==> src/rtl/iterative_compare_pkg.sv <==
// Shared types and result decode for the multi-cycle relational comparator.
package cmp_pkg;

    typedef enum logic [2:0] {
        OP_LT   = 3'd0,
        OP_LE   = 3'd1,
        OP_GT   = 3'd2,
        OP_GE   = 3'd3,
        OP_EQ   = 3'd4,
        OP_NE   = 3'd5,
        OP_RSV6 = 3'd6,
        OP_RSV7 = 3'd7
    } cmp_op_e;

    typedef enum logic [1:0] {
        IDLE = 2'd0,
        SCAN = 2'd1,
        DONE = 2'd2
    } cmp_state_e;

    function automatic logic cmp_resolve(cmp_op_e op, logic lt, logic gt, logic eq);
        logic flag;
        flag = 1'b0;
        unique case (op)
            OP_LT:   flag = lt;
            OP_LE:   flag = lt | eq;
            OP_GT:   flag = gt;
            OP_GE:   flag = gt | eq;
            OP_EQ:   flag = eq;
            OP_NE:   flag = ~eq;
            default: flag = 1'b0;
        endcase
        return flag;
    endfunction

endpackage

==> src/rtl/iterative_compare_if.sv <==
// Issue-side and result-side handshake bundle for iterative_compare.
interface iterative_compare_if #(
    parameter int N = 8
);
    logic         in_valid;
    logic         in_ready;
    logic [N-1:0] a;
    logic [N-1:0] b;
    logic         is_signed;
    logic [2:0]   op;
    logic         out_valid;
    logic         out_ready;
    logic [N-1:0] out;
    logic         busy;

    modport master (
        output in_valid, a, b, is_signed, op, out_ready,
        input  in_ready, out_valid, out, busy
    );

    modport slave (
        input  in_valid, a, b, is_signed, op, out_ready,
        output in_ready, out_valid, out, busy
    );
endinterface

==> src/rtl/iterative_compare_chunk.sv <==
// Pure unsigned W-bit magnitude compare; equality is implied when neither flag is set.
module cmp_chunk #(
    parameter int W = 2
) (
    input  logic [W-1:0] a_i,
    input  logic [W-1:0] b_i,
    output logic         lt_o,
    output logic         gt_o
);
    assign lt_o = (a_i < b_i);
    assign gt_o = (a_i > b_i);
endmodule

==> src/rtl/iterative_compare.sv <==
// Multi-cycle relational comparator, CHUNK bits per cycle from the MSB end.
// Define ITERATIVE_COMPARE_EARLY_EXIT_EN to stop at the first differing chunk.
//
// state | meaning
// IDLE  | waiting for operands, in_ready high
// SCAN  | comparing chunk idx, one chunk per cycle
// DONE  | result held until the consumer takes it
module iterative_compare
    import cmp_pkg::*;
#(
    parameter int N     = 8,
    parameter int CHUNK = 2
) (
    input  logic              clk,
    input  logic              rst_n,
    iterative_compare_if.slave cmp
);
    localparam int NCH  = N / CHUNK;
    localparam int IDXW = (NCH > 1) ? $clog2(NCH) : 1;

    if (CHUNK < 1 || CHUNK > N || (N % CHUNK) != 0) begin : g_bad_chunk
        $error("iterative_compare: CHUNK must divide N and satisfy 1 <= CHUNK <= N");
    end

    cmp_state_e       state_q, state_d;
    logic [N-1:0]     a_q, a_d;
    logic [N-1:0]     b_q, b_d;
    cmp_op_e          op_q, op_d;
    logic [IDXW-1:0]  idx_q, idx_d;
    logic             lt_q, lt_d;
    logic             gt_q, gt_d;
    logic             found_q, found_d;
    logic [N-1:0]     out_q, out_d;

    logic             c_lt, c_gt;
    logic             sel_lt, sel_gt;
    logic             last_chunk;

    cmp_chunk #(.W(CHUNK)) u_chunk (
        .a_i  (a_q[int'(idx_q)*CHUNK +: CHUNK]),
        .b_i  (b_q[int'(idx_q)*CHUNK +: CHUNK]),
        .lt_o (c_lt),
        .gt_o (c_gt)
    );

    // The first difference seen wins; later chunks never overwrite it.
    assign sel_lt = found_q ? lt_q : c_lt;
    assign sel_gt = found_q ? gt_q : c_gt;

`ifdef ITERATIVE_COMPARE_EARLY_EXIT_EN
    assign last_chunk = (idx_q == '0) || c_lt || c_gt;
`else
    assign last_chunk = (idx_q == '0);
`endif

    always_ff @(posedge clk or negedge rst_n) begin
        if (!rst_n) begin
            state_q <= IDLE;
            a_q     <= '0;
            b_q     <= '0;
            op_q    <= OP_LT;
            idx_q   <= '0;
            lt_q    <= 1'b0;
            gt_q    <= 1'b0;
            found_q <= 1'b0;
            out_q   <= '0;
        end else begin
            state_q <= state_d;
            a_q     <= a_d;
            b_q     <= b_d;
            op_q    <= op_d;
            idx_q   <= idx_d;
            lt_q    <= lt_d;
            gt_q    <= gt_d;
            found_q <= found_d;
            out_q   <= out_d;
        end
    end

    always_comb begin
        state_d = state_q;
        a_d     = a_q;
        b_d     = b_q;
        op_d    = op_q;
        idx_d   = idx_q;
        lt_d    = lt_q;
        gt_d    = gt_q;
        found_d = found_q;
        out_d   = out_q;

        unique case (state_q)
            IDLE: begin
                if (cmp.in_valid) begin
                    // Offset-binary: flipping both sign bits makes unsigned order match signed order.
                    a_d        = cmp.a;
                    b_d        = cmp.b;
                    a_d[N-1]   = cmp.a[N-1] ^ cmp.is_signed;
                    b_d[N-1]   = cmp.b[N-1] ^ cmp.is_signed;
                    op_d       = cmp_op_e'(cmp.op);
                    idx_d      = IDXW'(NCH - 1);
                    lt_d       = 1'b0;
                    gt_d       = 1'b0;
                    found_d    = 1'b0;
                    state_d    = SCAN;
                end
            end
            SCAN: begin
                if (!found_q && (c_lt || c_gt)) begin
                    found_d = 1'b1;
                    lt_d    = c_lt;
                    gt_d    = c_gt;
                end
                if (last_chunk) begin
                    out_d    = '0;
                    out_d[0] = cmp_resolve(op_q, sel_lt, sel_gt, !(sel_lt || sel_gt));
                    state_d  = DONE;
                end else begin
                    idx_d = idx_q - 1'b1;
                end
            end
            DONE: begin
                if (cmp.out_ready) begin
                    out_d   = '0;
                    state_d = IDLE;
                end
            end
            default: state_d = IDLE;
        endcase
    end

    assign cmp.in_ready  = (state_q == IDLE);
    assign cmp.out_valid = (state_q == DONE);
    assign cmp.busy      = (state_q != IDLE);
    assign cmp.out       = out_q;

endmodule

==> src/flat_wrapper.sv <==
// flat-port wrapper written by rule: the top's interface ports become plain ports
module iterative_compare_flat import cmp_pkg::*;
#(
    parameter int N     = 8,
    parameter int CHUNK = 2
)
  (clk, rst_n, cmp_in_valid, cmp_a, cmp_b, cmp_is_signed, cmp_op, cmp_out_ready, cmp_in_ready, cmp_out_valid, cmp_out, cmp_busy);
  iterative_compare_if #(.N(N)) cmp_i ();
  input  logic clk;
  input  logic rst_n;
  input wire logic [$bits(cmp_i.in_valid)-1:0] cmp_in_valid;
  input wire logic [$bits(cmp_i.a)-1:0] cmp_a;
  input wire logic [$bits(cmp_i.b)-1:0] cmp_b;
  input wire logic [$bits(cmp_i.is_signed)-1:0] cmp_is_signed;
  input wire logic [$bits(cmp_i.op)-1:0] cmp_op;
  input wire logic [$bits(cmp_i.out_ready)-1:0] cmp_out_ready;
  output wire logic [$bits(cmp_i.in_ready)-1:0] cmp_in_ready;
  output wire logic [$bits(cmp_i.out_valid)-1:0] cmp_out_valid;
  output wire logic [$bits(cmp_i.out)-1:0] cmp_out;
  output wire logic [$bits(cmp_i.busy)-1:0] cmp_busy;
  assign cmp_i.in_valid = cmp_in_valid;
  assign cmp_i.a = cmp_a;
  assign cmp_i.b = cmp_b;
  assign cmp_i.is_signed = cmp_is_signed;
  assign cmp_i.op = cmp_op;
  assign cmp_i.out_ready = cmp_out_ready;
  assign cmp_in_ready = cmp_i.in_ready;
  assign cmp_out_valid = cmp_i.out_valid;
  assign cmp_out = cmp_i.out;
  assign cmp_busy = cmp_i.busy;
  iterative_compare #(.N(N), .CHUNK(CHUNK)) u_core (.clk(clk), .rst_n(rst_n), .cmp(cmp_i));
endmodule
==> config.mk <==
export PLATFORM = sky130hd
export DESIGN_NAME = iterative_compare_flat
export DESIGN_NICKNAME = d
export VERILOG_FILES = /design/src/rtl/iterative_compare_pkg.sv /design/src/rtl/iterative_compare_if.sv /design/src/rtl/iterative_compare_chunk.sv /design/src/rtl/iterative_compare.sv /design/src/flat_wrapper.sv
export SDC_FILE = /design/constraint.sdc
export NUM_CORES = 1
export LEC_CHECK = 0
export BUFFER_PORTS_ARGS = -buffer_cell sky130_fd_sc_hd__buf_4
export CORE_UTILIZATION = 44
export CTS_CLUSTER_DIAMETER = 30
export DETAILED_ROUTE_END_ITERATION = 6
export HOLD_SLACK_MARGIN = 0.12
export PLACE_DENSITY = 0.76
export SLEW_MARGIN = 25
export SYNTH_ARGS = -nofsm -noshare
export SYNTH_HDL_FRONTEND = slang
export SYNTH_SLANG_ARGS = --single-unit
==> constraint.sdc <==
create_clock -name clk -period 4.3 [get_ports clk]
set_input_delay 0.43 -clock clk [delete_from_list [all_inputs] [get_ports clk]]
set_output_delay 0.43 -clock clk [all_outputs]
set_load 0.01 [all_outputs]
==> reports/qor.yml, run 1 <==
hold_class: "primary input to register"
cts_tree: "built"
route.vias.total: 990
synthCells: 129
io_buffers: 27
detail-route-antenna-nets: 0
syn_avg_cell_area_sq_um: 11.28
setup_viol: 0
dieArea_sq_um: 3541
internal_power_uw: 749.7
routabilityCongestion: 0.7971
ctsResizeCount: 0
switchingPower_uw: 488.5
yosys.cell_types.count: 36
max_slew_margin_pct: 61.45
hold_violations: 0
rsz0062_at_grt: "false"
cts_sinks: 27
fin_crit_sh_pct: 56.98
final.setup.tns_ns: 0
status: "complete, no violations"
grt_pass1_wl_um: 4436
p_seq_share_pct: 39.2
area_delta_synth_final_pct: 16.51
crit_type: "register to register"
die_w_um: 59.51
synth_seq_cells: 27
grt_pass1_vias: 1019
detail_route.vias_per_cell: 5.000
rows: 20
first_iter_violations: 10
place_area_sq_um: 1650
postRouteWirelength_um: 2433
worst_slack_ns: 1.850
num-fill-cells: 285
numCtsBuffers: 3
grt_overflow_total: 0
route.detailed.drc: 0
wl_per_cell_um: 12.29
nets: 182
ys.warnings.count: 0
crit_slowest_cell: "mux4_2"
antenna_found_initial: 0
root_buffer: "clkbuf_4"
slowest_delay_ns: 0.55
tightestPinTransition_ns: 0.5769
yosysSeqAreaShare_pct: 46.43
power_mw: 1.238
cts_buffer_depth: 2
core_sq_um: 3103
fin_skew_ns: 0.008401
die_h_um: 59.51
p_per_area_nw_per_um2: 730.3
start_kind: "register"
drive_above_1_share_pct: 35.06
path_cells: "mux4_2 > ha_1 > inv_2 > o21ai_4 > a22oi_2 > mux2_4 > a31oi_1 > o31a_1"
cts.htree.levels: 1
worstPathArrival_ns: 2.73
clkTransAtPathRegs_ns: 0.15
grt_max_degree: 28
num_antenna_cells: 0
p_clk_share_pct: 9.0
ir_drop_uv: 308.9
track_usage_pct: 17.07
cp_max_fo: 7
p_leak_nw: 0.7765
drtPass1Iterations: 4
insertion_delay_ns: 0.33
required_ns: 4.58
min_period_ns: 2.450
pre_cts_ws_ns: 1.857
maxSlewViolCount: 0
synth_area_sq_um: 1455
layout.cell_area.non_filler_sq_um: 1695
p_sw_share_pct: 39.45
ios: 35
combPwrFrac_pct: 51.8
fmax_mhz: 408.2
start_util_pct: 46.90
cp-end-kind: "register"
dp_hpwl_um: 1864
cap_violations: 0
-- metal layers --
layer,vias to the layer above,routed length [um],GRT usage [%]
li1,485,-,-
met5,-,0,0
met4,0,52,6.977
met2,27,1246,30.18
met1,473,1052,20.71
met3,5,82,2.620
-- power groups by stage --
stage	logic (mW)	registers, mW	clock network (mW)
after floorplan	0.580	0.428	0
after global placement	0.616	0.485	0
after detailed placement	0.646	0.493	0
after CTS	0.647	0.486	0.117
after global routing	0.725	0.508	0.129
final	0.642	0.485	0.111
-- critical path, delay by kind of cell (launching register included) --
| kind | cells | cell delay (ns) |
|---|---|---|
| DFF | 1 | 0.54 |
| AOI/OAI and AO/OA | 4 | 0.55 |
| buffers and inverters | 1 | 0.08 |
| adders and majority gates | 1 | 0.35 |
| muxes | 2 | 0.87 |
-- cells by family after synthesis --
| logic type | synth area share [%] |
|---|---|
| xor gates and xnor gates | 1.204 |
| DFF | 46.43 |
| and+or+nand+nor | 6.708 |
| muxes | 20.29 |
| other | 0.2577 |
| buffers and inverters | 8.684 |
| AOI/OAI and AO/OA | 13.84 |
| adders and majority gates | 2.580 |
-- cells in the mapped netlist --
cell,instances,area [sq um]
a22oi_1,2,15.01
o21ai_0,9,45.04
nand2b_1,2,12.51
conb_1,1,3.750
nand2_1,9,33.78
xnor2_1,2,17.52
mux2_4,1,15.01
a21o_1,1,7.510
o21a_2,1,8.760
nand4_1,1,6.260
o31ai_1,1,7.510
a21oi_1,6,30.03
inv_1,9,33.78
dfrtp_1,27,675.7
nor2b_1,1,6.260
o21bai_1,1,7.510
a22o_1,2,17.52
mux2_1,5,56.30
mux4_2,4,90.09
mux2_2,11,123.9
o21ai_4,1,16.27
a31oi_1,1,6.260
nor2_2,1,6.260
buf_2,2,10.01
inv_2,2,7.510
a21bo_2,1,10.01
nand3b_1,1,7.510
ha_1,3,37.54
or2_1,1,6.260
o41ai_1,1,8.760
mux2i_1,1,10.01
clkbuf_1,2,7.510
o31a_1,1,8.760
a22oi_2,1,12.51
nor2_1,5,18.77
buf_4,9,67.56
-- flip-flops by register name, summed over array words and instances, names as in the netlist --
| signal | count |
|---|---|
| u_core.a_q | 8 |
| u_core.idx_q | 2 |
| u_core.gt_q | 1 |
| u_core.found_q | 1 |
| u_core.b_q | 8 |
| u_core.op_q | 3 |
| u_core.cmp.out | 1 |
| u_core.lt_q | 1 |
| u_core.state_q | 2 |
-- cell type report --
class                           instances  area (sq um)  share of cell area, %
Clock buffer                            3         22.52                  1.328
Timing Repair Buffer                   28         212.7                  12.55
Inverter                               11         41.29                  2.435
Sequential cell                        27         675.6                  39.85
Clock inverter                          1         7.507                 0.4428
Tap cell                               44         55.05                  3.247
Multi-Input combinational cell         84         680.7                  40.15
-- timing repair --
item                      in CTS  in global routing
hold buffers                   1                  0
buffers inserted               0                  0
hold endpoints to repair      27                  0
-- final timing paths --
| check | depth (start not counted) | from | endpoint | slack (ns) |
|---|---|---|---|---|
| max | 8 | u_core.idx_q[0] | u_core.cmp.out[0] | 1.85 |
| min | 2 | cmp_a[2] | u_core.a_q[2] | 0.30 |
| max reg2reg | 8 | u_core.idx_q[0] | u_core.cmp.out[0] | 1.85 |
| min reg2reg | 1 | u_core.b_q[2] | u_core.b_q[2] | 0.51 |
| max in group asynchronous | 2 | rst_n | u_core.state_q[0] | 3.51 |
| min in group asynchronous | 2 | rst_n | u_core.a_q[5] | 0.53 |
-- layout by cell type, fill, tap and decap left out, types with 3 or more instances in the layout --
cell type,Yosys,layout
a21oi_1,6,6
buf_4,9,27
clkbuf_4,0,3
conb_1,1,7
dfrtp_1,27,27
ha_1,3,3
inv_1,9,9
mux2_1,5,5
mux2_2,11,11
mux4_2,4,4
nand2_1,9,9
nor2_1,5,5
o21ai_0,9,9
-- stage by stage --
stage	utilization, %	instances	hold slack (ns)
floorplan	-	135	0.1344
global placement	53.19	193	0.3515
detailed placement	53.19	193	0.3589
CTS	54.48	198	0.2856
global route	54.64	198	0.2767
finish	54.64	198	0.3002
(Power assumes the default switching activity.)
==> run 2: changes to the inputs <==
Clock period 4.3 ns to 2.4 ns, I/O delays scaled along.
==> reports/qor.yml, run 2 (synthesized netlist as in run 1, its figures left out) <==
maxSlewViolCount: 0  # unchanged
cap_violations: 0  # unchanged
crit_slowest_cell: "mux4_2"
setup_viol: 0  # unchanged
required_ns: 2.68  # -1.90 ns
io_buffers: 27  # unchanged
start_kind: "register"
reg_top3: "u_core.a_q (8), u_core.b_q (8), u_core.op_q (3)"
insertion_delay_ns: 0.33  # about the same
ios: 35  # unchanged
fin_skew_ns: 0.01029  # +0.001894 ns
met2_length_um: 1524  # +22%
place_area_sq_um: 1670  # +1.2%
power_mw: 2.374  # +92%
p_leak_nw: 0.8458  # +8.9%
area_delta_synth_final_pct: 28.46
grt_max_degree: 28  # unchanged
num-fill-cells: 246  # -14%
path_buf_inv: 1  # unchanged
wl_per_cell_um: 13.34  # +8.5%
die_w_um: 59.51  # unchanged
start_util_pct: 46.90  # unchanged
final_common_cell: "buf_4"
hold_class: "primary input to register"
slowest_delay_ns: 0.55  # about the same
dieArea_sq_um: 3541  # unchanged
routabilityCongestion: 0.7817  # -1.9%
wl_met1_um: 1195  # +14%
layout.cell_area.non_filler_sq_um: 1869  # +10%
first_iter_violations: 21  # +11
ir_drop_uv: 607.5  # +97%
crit_type: "register to register"
status: "complete, no violations"
rows: 20  # unchanged
numCtsBuffers: 3  # unchanged
path_cells: "mux4_2 > ha_4 > inv_2 > o21ai_4 > a22oi_2 > mux2_4 > a31oi_1 > o31a_1"
die_h_um: 59.51  # unchanged
met3_wirelength_um: 65  # -21%
grt_pass1_vias: 1105  # +8.4%
cp_max_fo: 6  # -1
postRouteWirelength_um: 2854  # +17%
cts.htree.levels: 1  # unchanged
track_usage_pct: 18.91  # +1.8 points
min_period_ns: 2.294  # -0.1557 ns
grt_pass1_wl_um: 4871  # +9.8%
cts_tree: "built"
root_buffer: "clkbuf_4"
route.vias.total: 1061  # +7.2%
rsz0062_at_grt: "false"
num_antenna_cells: 0  # unchanged
route.detailed.drc: 0  # unchanged
cp-end-kind: "register"
worstPathArrival_ns: 2.57  # -0.16 ns
worst_slack_ns: 0.1057  # -1.744 ns
mostFrequentLayoutCells: "buf_4, dfrtp_1, dlygate4sd3_1"
p_per_area_nw_per_um2: 1270  # +74%
cts_sinks: 27  # unchanged
fin_crit_sh_pct: 95.60  # +39 points
cts_buffer_depth: 2  # unchanged
detail_route.vias_per_cell: 4.958  # -0.84%
top_layer: "met4"
pre_cts_ws_ns: -0.04181  # -1.899 ns
drive_above_1_share_pct: 35.29  # +0.23 points
hold_violations: 0  # unchanged
core_sq_um: 3103  # unchanged
grt_overflow_total: 0  # unchanged
drtPass1Iterations: 4  # unchanged
crit_family: "multiplexers"
antenna_found_initial: 0  # unchanged
detail-route-antenna-nets: 0  # unchanged
clkTransAtPathRegs_ns: 0.15  # about the same
dp_hpwl_um: 1957  # +5.0%
fmax_mhz: 435.9  # +6.8%
nets: 198  # +8.8%
-- run 2: cell types whose count changed in the layout (fill, tap and decap cells not counted), sizes merged --
cell         before  now
dlygate4sd3       1   14
buf              27   30
-- run 2: final timing paths --
check                                 from                end  slack [ns]  depth (start not counted)
max                        u_core.idx_q[0]  u_core.cmp.out[0]        0.11                          8
min                              cmp_op[2]     u_core.op_q[2]        0.14                          2
max reg2reg                u_core.idx_q[0]  u_core.cmp.out[0]        0.11                          8
min reg2reg                  u_core.b_q[2]      u_core.b_q[2]        0.51                          1
max in group asynchronous            rst_n    u_core.idx_q[0]        1.80                          2
min in group asynchronous            rst_n      u_core.a_q[3]        0.33                          2
-- run 2: area by class of cell --
class	count	area [sq um]	share of cell area (%)
flip-flops and latches	27	676.9	36.21
well taps	44	55.05	2.945
multi-input cells	84	688.2	36.81
clock buffers	3	22.52	1.205
inverters	11	41.29	2.209
clock inverters	1	7.507	0.4016
repair buffers	44	377.9	20.21
-- run 2: per-stage QoR --
stage / hold slack, ns / cells / util (%) / setup TNS (ns)
4_1_cts: 0.1229 / 211 / 59.03 / 0
3_5_place_dp: 0.1687 / 194 / 53.83 / -0.04181
2_1_floorplan: -0.05559 / 135 / - / 0
5_1_grt: 0.1287 / 214 / 60.24 / 0
6_report: 0.1382 / 214 / 60.24 / 0
3_3_place_gp: 0.1614 / 194 / 53.83 / 0
-- run 2: metal layers --
| layer | track usage, % | vias up |
|---|---|---|
| li1 | - | 518 |
| met1 | 21.79 | 511 |
| met2 | 34.67 | 26 |
| met3 | 2.183 | 6 |
| met4 | 8.970 | 0 |
| met5 | 0 | - |
-- run 2: power breakdown --
group	switching (mW)	internal, mW	total [mW]
combinational	0.594	0.702	1.30
sequential	0.208	0.671	0.879
clock	0.136	0.0639	0.200
total	0.938	1.44	2.37
-- run 2: what timing repair did --
action,4_1_cts,5_1_grt
hold endpoints to repair,39,1
hold buffers,13,1
buffers inserted,0,2
resized for setup,1,2
setup endpoints to repair,1,1
pin swaps,0,2
==> run 3: changes to the inputs <==
==> constraint.sdc (replaced) <==
create_clock -name clk -period 2.4 [get_ports clk]
set_input_delay 0.36 -clock clk [delete_from_list [all_inputs] [get_ports clk]]
set_output_delay 0.36 -clock clk [all_outputs]
set_load 0.01 [all_outputs]
==> reports/qor.yml, run 3 (synthesized netlist as in run 1, its figures left out) <==
status: "complete, no violations"
ir_drop_uv: 610.2  # +0.43%
grt_overflow_total: 0  # unchanged
whs_ns: 0.2337  # +0.09554 ns
p_leak_nw: 0.7916  # -6.4%
min_period_ns: 2.321  # +0.02693 ns
route.detailed.drc: 0  # unchanged
fmax_mhz: 430.8  # -1.2%
nets: 185  # -6.6%
io_buffers: 27  # unchanged
num_antenna_cells: 0  # unchanged
route.vias.total: 1002  # -5.6%
p_seq_share_pct: 37.1  # about the same
pre_cts_ws_ns: -0.04181  # unchanged
antenna_found_initial: 0  # unchanged
slowest_delay_ns: 0.56  # about the same
root_buffer: "clkbuf_4"
grt_max_degree: 28  # unchanged
detail-route-antenna-nets: 0  # unchanged
hold_class: "primary input to register"
mostFrequentLayoutCells: "buf_4, dfrtp_1, mux2_2"
cp-end-kind: "register"
postRouteWirelength_um: 2581  # -9.6%
area_delta_synth_final_pct: 19.52
detail_route.vias_per_cell: 4.985  # +0.55%
fin_crit_sh_pct: 96.72  # +1.1 points
reg_top3: "u_core.a_q (8), u_core.b_q (8), u_core.op_q (3)"
grt_pass1_wl_um: 4554  # -6.5%
cts.htree.levels: 1  # unchanged
start_kind: "register"
maxSlewViolCount: 0  # unchanged
numCtsBuffers: 3  # unchanged
die_w_um: 59.51  # unchanged
insertion_delay_ns: 0.33  # about the same
setup_viol: 0  # unchanged
p_per_area_nw_per_um2: 1353  # +6.6%
internal_power_mw: 1.428  # -0.61%
start_util_pct: 46.90  # unchanged
grt_pass1_vias: 1051  # -4.9%
dp_hpwl_um: 1957  # unchanged
cts_sinks: 27  # unchanged
crit_type: "register to register"
worstPathArrival_ns: 2.55  # -0.02 ns
drtPass1Iterations: 4  # unchanged
crit_slowest_cell: "mux4_2"
core_sq_um: 3103  # unchanged
drive_above_1_share_pct: 38.22  # +2.9 points
dieArea_sq_um: 3541  # unchanged
cp_max_fo: 6  # unchanged
fin_skew_ns: 0.009407  # -0.0008877 ns
cap_violations: 0  # unchanged
required_ns: 2.62  # -0.06 ns
rows: 20  # unchanged
ios: 35  # unchanged
path_cells: "mux4_2 > ha_4 > inv_2 > o21ai_4 > a22oi_2 > buf_4 > nand4_1 > a31oi_1 > o31a_1"
p_clk_share_pct: 8.4  # about the same
p_sw_share_pct: 39.35  # -0.15 points
first_iter_violations: 19  # -9.5%
cts_buffer_depth: 2  # unchanged
cts_tree: "built"
track_usage_pct: 17.56  # -1.4 points
die_h_um: 59.51  # unchanged
combPwrFrac_pct: 54.5  # about the same
final_common_cell: "buf_4"
hold_violations: 0  # unchanged
wl_per_cell_um: 12.84  # -3.7%
final_core_util_pct: 56.05  # -4.2 points
worst_slack_ns: 0.07874  # -0.02693 ns
routabilityCongestion: 0.7817  # unchanged
clkTransAtPathRegs_ns: 0.15  # about the same
switchingPower_uw: 926.1  # -1.2%
==> run 3: cell types whose count changed in the layout (fill, tap and decap cells not counted) <==
cell           before  now
dlygate4sd3_1      14    1
==> run 3: final cells by class <==
class / count / area, sq um
clock buffers: 3 / 22.52
multi-input cells: 84 / 688.2
flip-flops and latches: 27 / 676.9
clock inverters: 1 / 7.507
inverters: 11 / 41.29
fillers: 267 / 1364
well taps: 44 / 55.05
repair buffers: 31 / 247.7
==> run 3: what timing repair did <==
action,CTS,global route
setup endpoints to repair,1,1
hold endpoints to repair,27,0
gates resized for setup,1,2
setup buffers,0,2
hold buffers,1,0
pin swaps,0,1
==> run 3: layer usage <==
layer	vias up	part of all wire (%)	track usage, %	wire [um]
li1	491	-	-	-
met1	483	43	20.51	1098
met2	23	53	32.10	1373
met3	5	2.3	1.965	59
met4	0	1.9	7.973	49
met5	-	0	0	0
==> run 3: final timing paths <==
| kind | from | end | slack (ns) | cells after the start |
|---|---|---|---|---|
| max in group asynchronous | rst_n | u_core.idx_q[0] | 1.67 | 2 |
| worst min register to register | u_core.b_q[2] | u_core.b_q[2] | 0.51 | 1 |
| min in group asynchronous | rst_n | u_core.a_q[3] | 0.45 | 2 |
| worst min-delay path | cmp_b[2] | u_core.b_q[2] | 0.23 | 2 |
| worst max register to register | u_core.idx_q[0] | u_core.cmp.out[0] | 0.08 | 9 |
| worst max-delay path | u_core.idx_q[0] | u_core.cmp.out[0] | 0.08 | 9 |
==> run 3: critical path: cells and delay by family, from the launching register on <==
family          cells  cell delay (ns)
mux                 1             0.56
fa+ha+maj           1             0.30
compound gates      4             0.57
simple gates        1             0.09
buf+inv             2             0.20
flops               1             0.49
==> run 3: power groups by stage <==
stage	Clock (mW)	Combinational, mW	Sequential (mW)
global placement	0	1.12	0.869
detailed placement	0	1.19	0.882
floorplan	0	1.04	0.767
finish	0.198	1.28	0.873
CTS	0.209	1.20	0.877
global route	0.223	1.44	0.908
==> run 3: metrics by stage <==
step | area (sq um) | total power [mW] | cells | TNS, ns
floorplan | 1478 | 1.806 | 135 | 0
global placement | 1670 | 1.993 | 194 | 0
detailed placement | 1670 | 2.072 | 194 | -0.04181
CTS | 1712 | 2.283 | 199 | 0
global route | 1739 | 2.568 | 201 | -0.004290
finish | 1739 | 2.354 | 201 | 0
